--- src/rtl/select_encode_reg.sv ---
// Latches an instruction, decodes the Gra/Grb/Grc register field to one-hot load/drive enables and sign-extends immediate C.
// Enables, ba_zero and sel_err follow their inputs by one clock; there is no flow control, so every edge is accepted.
module select_encode_reg #(
  parameter int NUM_REGS = 16,
  parameter int SEL_W    = $clog2(NUM_REGS),
  parameter int RA_LSB   = 23,
  parameter int RB_LSB   = 19,
  parameter int RC_LSB   = 15,
  parameter int IMM_W    = 19
) (
  input  logic                clock,
  input  logic                clear_n,
  input  logic                ir_load,
  input  logic [31:0]         instruction,
  input  logic                Gra,
  input  logic                Grb,
  input  logic                Grc,
  input  logic                Rin,
  input  logic                Rout,
  input  logic                BAout,
  output logic [NUM_REGS-1:0] reg_in,
  output logic [NUM_REGS-1:0] reg_out,
  output logic                ba_zero,
  output logic                sel_err,
  output logic [31:0]         C_sign_extended
);

  logic [31:0]         ir_q, ir_d;
  logic [31:0]         c_sext_q, c_sext_d;
  logic [NUM_REGS-1:0] sel_q, sel_d;
  logic [NUM_REGS-1:0] reg_in_q, reg_in_d;
  logic [NUM_REGS-1:0] reg_out_q, reg_out_d;
  logic                ba_zero_q, ba_zero_d;
  logic                sel_err_q, sel_err_d;
  logic [SEL_W-1:0]    field_idx;
  logic                any_gr;
  logic                unused_ir;

  // Only the register fields of ir_q feed logic; the rest is architectural state.
  assign unused_ir = ^ir_q;

  always_comb begin
    ir_d     = ir_load ? instruction : ir_q;
    c_sext_d = ir_load ? {{(32-IMM_W){instruction[IMM_W-1]}}, instruction[IMM_W-1:0]}
                       : c_sext_q;
  end

  // Decode always looks at the latched word, so a same-edge ir_load affects the next edge.
  always_comb begin
    any_gr = Gra | Grb | Grc;
    if (Gra)      field_idx = ir_q[RA_LSB+SEL_W-1:RA_LSB];
    else if (Grb) field_idx = ir_q[RB_LSB+SEL_W-1:RB_LSB];
    else          field_idx = ir_q[RC_LSB+SEL_W-1:RC_LSB];
  end

  always_comb begin
    sel_d     = '0;
    reg_in_d  = '0;
    reg_out_d = '0;
    ba_zero_d = 1'b0;
    sel_err_d = (Gra & Grb) | (Gra & Grc) | (Grb & Grc);
    if (any_gr) begin
      sel_d[field_idx] = 1'b1;
    end
    if (Rin) begin
      reg_in_d = sel_d;
    end
    if (Rout | BAout) begin
      reg_out_d = sel_d;
    end
    // BAout on R0 means "base address zero": suppress R0 and drive the constant instead.
    if (BAout && !Rout && sel_d[0]) begin
      reg_out_d[0] = 1'b0;
      ba_zero_d    = 1'b1;
    end
  end

  always_ff @(posedge clock or negedge clear_n) begin
    if (!clear_n) begin
      ir_q      <= '0;
      c_sext_q  <= '0;
      sel_q     <= '0;
      reg_in_q  <= '0;
      reg_out_q <= '0;
      ba_zero_q <= 1'b0;
      sel_err_q <= 1'b0;
    end else begin
      ir_q      <= ir_d;
      c_sext_q  <= c_sext_d;
      sel_q     <= sel_d;
      reg_in_q  <= reg_in_d;
      reg_out_q <= reg_out_d;
      ba_zero_q <= ba_zero_d;
      sel_err_q <= sel_err_d;
    end
  end

  assign reg_in          = reg_in_q;
  assign reg_out         = reg_out_q;
  assign ba_zero         = ba_zero_q;
  assign sel_err         = sel_err_q;
  assign C_sign_extended = c_sext_q;

endmodule

--- config.mk ---
export PLATFORM = sky130hd
export DESIGN_NAME = select_encode_reg
export DESIGN_NICKNAME = d
export VERILOG_FILES = /design/src/rtl/select_encode_reg.sv
export SDC_FILE = /design/constraint.sdc
export NUM_CORES = 1
export LEC_CHECK = 0
export BUFFER_PORTS_ARGS = -buffer_cell sky130_fd_sc_hd__buf_2
export CAP_MARGIN = 20
export CORE_MARGIN = 1
export CORE_UTILIZATION = 30
export DETAILED_ROUTE_END_ITERATION = 16
export GPL_ROUTABILITY_DRIVEN = 0
export PLACE_DENSITY = 0.58
export SLEW_MARGIN = 15
export SYNTH_ARGS = -nofsm -noshare
export SYNTH_HDL_FRONTEND = slang
export SYNTH_SLANG_ARGS = --single-unit
export TNS_END_PERCENT = 50
--- constraint.sdc ---
create_clock -name clock -period 2.4 [get_ports clock]
set_input_delay 0.36 -clock clock [delete_from_list [all_inputs] [get_ports clock]]
set_output_delay 0.36 -clock clock [all_outputs]
set_load 0.02 [all_outputs]
After elaboration in Yosys (flattened, before gate mapping)

Index checks and enable logic that the tools add are counted.

Bits in registers: 80
Bits in latches: 0
Memory bits (writable): 0
Memory bits (read-only): 0
Output and inout port bits: 66
Logic and storage cells: 29
Memories: 0

Add/subtract/negate cells: 0
Multiply operators: 0
Divide/modulo/power cells: 0
$lt $le $gt $ge: 2
Equal/unequal tests: 0
Shifts and indexed selects: 0
Multiplexer cells: 9
Bitwise operators: 8
Reduce and logical (&&, ||, !) cells: 4

Operators by type and width:

| kind                                                                  | number |
|---|---|
| 16-bit two-way mux                                                    | 3 |
| 4-bit two-way mux                                                     | 2 |
| 4-bit by 5-bit < comparator with 1-bit output, second input constant  | 1 |
| 1-bit bitwise OR                                                      | 5 |
| 1-bit demux with 4-bit select                                         | 1 |
| 4-bit by 1-bit >= comparator with 1-bit output, second input constant | 1 |
| 1-bit bitwise AND                                                     | 3 |
| 1-bit logical AND                                                     | 3 |
| 1-bit two-way mux                                                     | 3 |
| 1-bit zero test                                                       | 1 |

Depth between registers and ports, before layout

Depth in word-level cells: 9
Gate-level depth with buffers: 5
Gate-level depth less buffers: 3

Worst setup path after synthesis

OpenSTA, ideal clock, no wires.

Path type: reg2reg
Start: register ir_q[18]
End: register reg_in_q[11], in the netlist reg_in[11]
Arrival: 1,336 ps
Required time: 2,299 ps
Path slack: 963 ps
Stages on the path, launching flop included: 5
Path buffers: 1
Clock period less this slack: 1,437 ps
Cells stage by stage: dfrtp_1 nand3b_1 a22o_2 buf_4 nor4_1

Longest elaborated chain between the ends: 8

RTL lines:

| item                                                                                                                                  | line | text |
|---|---|---|
| start, declared                                                                                                                       | 28   | `logic [31:0] ir_q, ir_d;` |
| start signal, assigned                                                                                                                | 88   | `ir_q <= ir_d;` |
| 4-bit two-way mux (*)                                                                                                                 | 52   | `else if (Grb) field_idx = ir_q[RB_LSB+SEL_W-1:RB_LSB];` |
| 4-bit two-way mux (*)                                                                                                                 | 51   | `if (Gra) field_idx = ir_q[RA_LSB+SEL_W-1:RA_LSB];` |
| 4-bit by 5-bit < comparator with 1-bit output (implied by the code) or 4-bit by 1-bit >= comparator with 1-bit output (tied branches) | 63   | `sel_d[field_idx] = 1'b1;` |
| 1-bit logical AND (implied by the code)                                                                                               | 63   |  |
| 1-bit two-way mux (implied by the code)                                                                                               | 63   |  |
| 1-bit demux with 4-bit select (*)                                                                                                     | 63   |  |
| 16-bit two-way mux (*)                                                                                                                | 62   | `if (any_gr) begin` |
| 16-bit two-way mux (*)                                                                                                                | 65   | `if (Rin) begin` |
| net reg_in_d[11]                                                                                                                      | 31   | `logic [NUM_REGS-1:0] reg_in_q, reg_in_d;` |
| end signal, assigned                                                                                                                  | 91   | `reg_in_q <= reg_in_d;` |
| end, declared                                                                                                                         | 31   |  |

The timed path passes the listed nets; every way through them passes the cells marked *.
A chain may end at the register's enable or synchronous reset.

Worst setup path after layout

Start: register ir_q[15]
End: register ba_zero_q, in the netlist ba_zero

Longest elaborated chain between the ends: 9

RTL lines:

| item                                                                                                                                  | line | text |
|---|---|---|
| 4-bit two-way mux (*)                                                                                                                 | 52   |  |
| 4-bit two-way mux (*)                                                                                                                 | 51   |  |
| 4-bit by 5-bit < comparator with 1-bit output (implied by the code) or 4-bit by 1-bit >= comparator with 1-bit output (tied branches) | 63   |  |
| 1-bit logical AND (implied by the code)                                                                                               | 63   |  |
| 1-bit two-way mux (implied by the code)                                                                                               | 63   |  |
| 1-bit demux with 4-bit select (*)                                                                                                     | 63   |  |
| 16-bit two-way mux (*)                                                                                                                | 62   |  |
| 1-bit logical AND (*)                                                                                                                 | 72   | `if (BAout && !Rout && sel_d[0]) begin` |
| 1-bit two-way mux (*)                                                                                                                 | 72   |  |
| net ba_zero_d                                                                                                                         | 33   | `logic ba_zero_q, ba_zero_d;` |
| end signal, assigned                                                                                                                  | 93   | `ba_zero_q <= ba_zero_d;` |
| end, declared                                                                                                                         | 33   |  |

Marked as above.

==> impl_results.md <==
* Max-slew headroom at 0.583
* Dpl cells at 370
* Max-slew violation count at 0
* Cts hold-fix bufs at 1
* First-pass GRT wire length at 9110 microns
* Core Region at 8850 sq um
* # IOs at 107
* WP data arrival at 1830 ps
* Reg power frac at 0.447
* Post-Syn Area at 2770 sq um
* Synth Area in Adders at 0.00361
* WP data required at 2630 ps
* Mux contribution to synthesized area at 0.128
* DP Worst Slack at 565 ps
* Net Sw Frac at 0.308
* Asr flop ratio synth at 1.00
* Sequential cell area fraction in the yosys report at 0.551
* Setup TNS at 0 ps
* Synth Instances at 201
* Initial Util at 0.313
* Post-Route WL at 5780 microns
* Root Buffer: clkbuf_8
* Startpoint Class: flop
* H-tree Lvls at 3
* CTS tree: done
* Placed cell areas at 3120 sq um
* Buffer levels on the longest clock path at 2
* DRC viols at 8
* Layout Nets at 315
* Synth Register Bits at 61
* RSZ-0062 raised after global routing: false
* Die width at 98.1 microns
* Period Utilization, post-route at 0.664
* Total CTS buffers at 9
* Die H at 98.1 microns
* Antenna Diode Count at 0
* Yosys top cell area share at 0.551
* Biggest area consumer among synthesized cells: dfrtp_1
* Yosys warning count at 0
* GR Util All Layers at 0.127
* Max Cap Viol at 0
* Syn_nets at 242
* Post-route cell area at 3330 sq um
* Failing checks: DRC
* Hold Vio Cnt, Final at 0
* Status: complete, but fails checks
* Gate power share at 0.194
* Internal at 1.75 mW
* Port Buffers at 101
* P per Cell Area at 761 nW/um^2
* Initial DRT Pass Iterations at 10
* Share of layout cells above drive strength 1 at 0.616
* DPL Wire Length at 4030 microns
* Die area at 9630 sq um
* Synth Area in Compound Gates at 0.0664
* Worst Skew at 10.5 ps
* Endpoints failing setup at 0
* Clock sinks at 61
* Vias/cell at 4.71
* Fin worst setup slack at 805 ps
* Synth Area in XOR/XNOR at 0
* DR vias at 1821
* Clk_lat worst skew at 340 ps
* Hold/Removal Path Class: in -> reg
* Vias in the first global route at 1752
* Synth unique cells at 34
* Clock Power Share at 0.359
* Switching power at 781 uW
* Post-Synth Simple-Gate Area at 0.134
* Largest family of logic cells by synthesized area: simple AND/OR/NAND/NOR gates
* Post-CTS setup buffer count at 0
* Area Growth Syn to Fin at 20.2%
* Main flop type after synthesis: dfrtp_1
* Ranking of synthesized cells by area: dfrtp_1 (55%), mux2_2 (11%), buf_4 (9.8%), nor4_2 (6.8%), nor4_1 (4.1%)
* FMAX at 627 MHz
* Antenna violation net count after detailed routing at 0
* Mean post-synth cell area at 13.8 sq um
* EDFF count, synth at 0
* Crit Path Max Fanout at 14
* Worst vdd ir at 322 uV
* Starting DRT DRC Count at 61
* Critical path type: reg -> reg
* Cts repair resizes at 0
* Final min period at 1590 ps
* Routed len/inst at 14.9 microns
* Leakage at 1.59 nW
* Rows at 34
* Overflow after GRT at 0
* Initial antenna violation count at 0
* Largest net degree at the start of global routing at 39
* Finished Layout Cells at 387
* Worst-path clk slew at 80 ps
* Worst Tran Pin Value at 625 ps
* CP Capture Type: flop
-- synthesized netlist by cell type, types with 2 or more instances --
master	count
o21ai_1	2
dfrtp_1	61
buf_4	36
nor4_2	15
mux2_4	2
nor2b_1	3
nand2b_1	3
buf_6	3
o311ai_0	2
buf_2	2
inv_1	2
mux2i_1	2
mux2_2	27
nor3b_1	2
nor4_1	18
nand2_1	3
-- placed cells by master, fill, tap and decap left out, types with 2 or more instances in the layout --
| master | count |
|---|---|
| clkinv_4 | 3 |
| clkbuf_8 | 9 |
| buf_2 | 101 |
| nor3b_1 | 2 |
| nor4_2 | 15 |
| mux2_4 | 2 |
| nand2b_1 | 3 |
| nor2b_1 | 3 |
| nor4_1 | 18 |
| clkinv_2 | 2 |
| nand2_1 | 3 |
| mux2i_1 | 2 |
| dfrtp_1 | 61 |
| inv_1 | 2 |
| o311ai_0 | 2 |
| mux2_2 | 27 |
| o21ai_1 | 2 |
-- registers in the layout (all words and copies together), names as in the netlist --
signal   cells
reg_in      16
sel_err      1
ir_q        27
ba_zero      1
reg_out     16
-- worst max-delay path, cell delays in order (launching register included) --
cell	delay, ps
dfrtp_1	400
mux2_4	290
mux2_2	430
nor4_1	360
-- through the flow --
stage / power [mW] / hold WS, ps / utilization
floorplan: 1.56 / 64.4 / -
global placement: 1.64 / 369 / 0.353
detailed placement: 1.65 / 377 / 0.353
CTS: 2.59 / 224 / 0.376
global route: 2.67 / 217 / 0.376
finish: 2.54 / 241 / 0.376
-- cells by family (layout without fill, tap and decap cells) --
logic type,count (synthesis),after routing
mux,31,31
flops,61,61
compound gates,19,19
simple gates,45,45
buf+inv,44,122
fa+ha+maj,1,1
-- power groups by stage --
stage | Sequential (mW) | Clock (mW) | Combinational (mW)
finish | 1.13 | 0.911 | 0.492
global route | 1.14 | 1.00 | 0.529
CTS | 1.13 | 0.955 | 0.499
detailed placement | 1.15 | 0 | 0.497
global placement | 1.15 | 0 | 0.489
floorplan | 1.18 | 0 | 0.379
-- path summary, 6_finish.rpt --
path | start | endpoint | slack [ps] | depth (start not counted)
setup / recovery | ir_q[15] | ba_zero | 810 | 3
hold / removal | instruction[18] | ir_q[18] | 240 | 2
setup reg to reg | ir_q[15] | ba_zero | 810 | 3
hold reg to reg | ir_q[6] | ir_q[6] | 500 | 1
max in group asynchronous | clear_n | ir_q[25] | 1230 | 3
min in group asynchronous | clear_n | reg_in[6] | 550 | 2
-- cell type report --
| class | count | area (sq um) |
|---|---|---|
| inverters | 2 | 7.51 |
| clock inverters | 7 | 75.1 |
| repair buffers | 104 | 543 |
| clock buffers | 9 | 124 |
| fillers | 889 | 5520 |
| multi-input cells | 96 | 920 |
| flip-flops and latches | 61 | 1530 |
| well taps | 108 | 135 |
-- layer usage --
metal  up-vias  routed length (microns)  track usage  part of all wire
met5         -                        0            0                 0
met4         0                       86       0.0501             0.015
met3         6                      350       0.0487             0.061
met2        70                     2830        0.210              0.49
met1       894                     2520        0.149              0.44
li1        851                        -            -                 -
No activity file was read; power rests on OpenSTA's default activity.
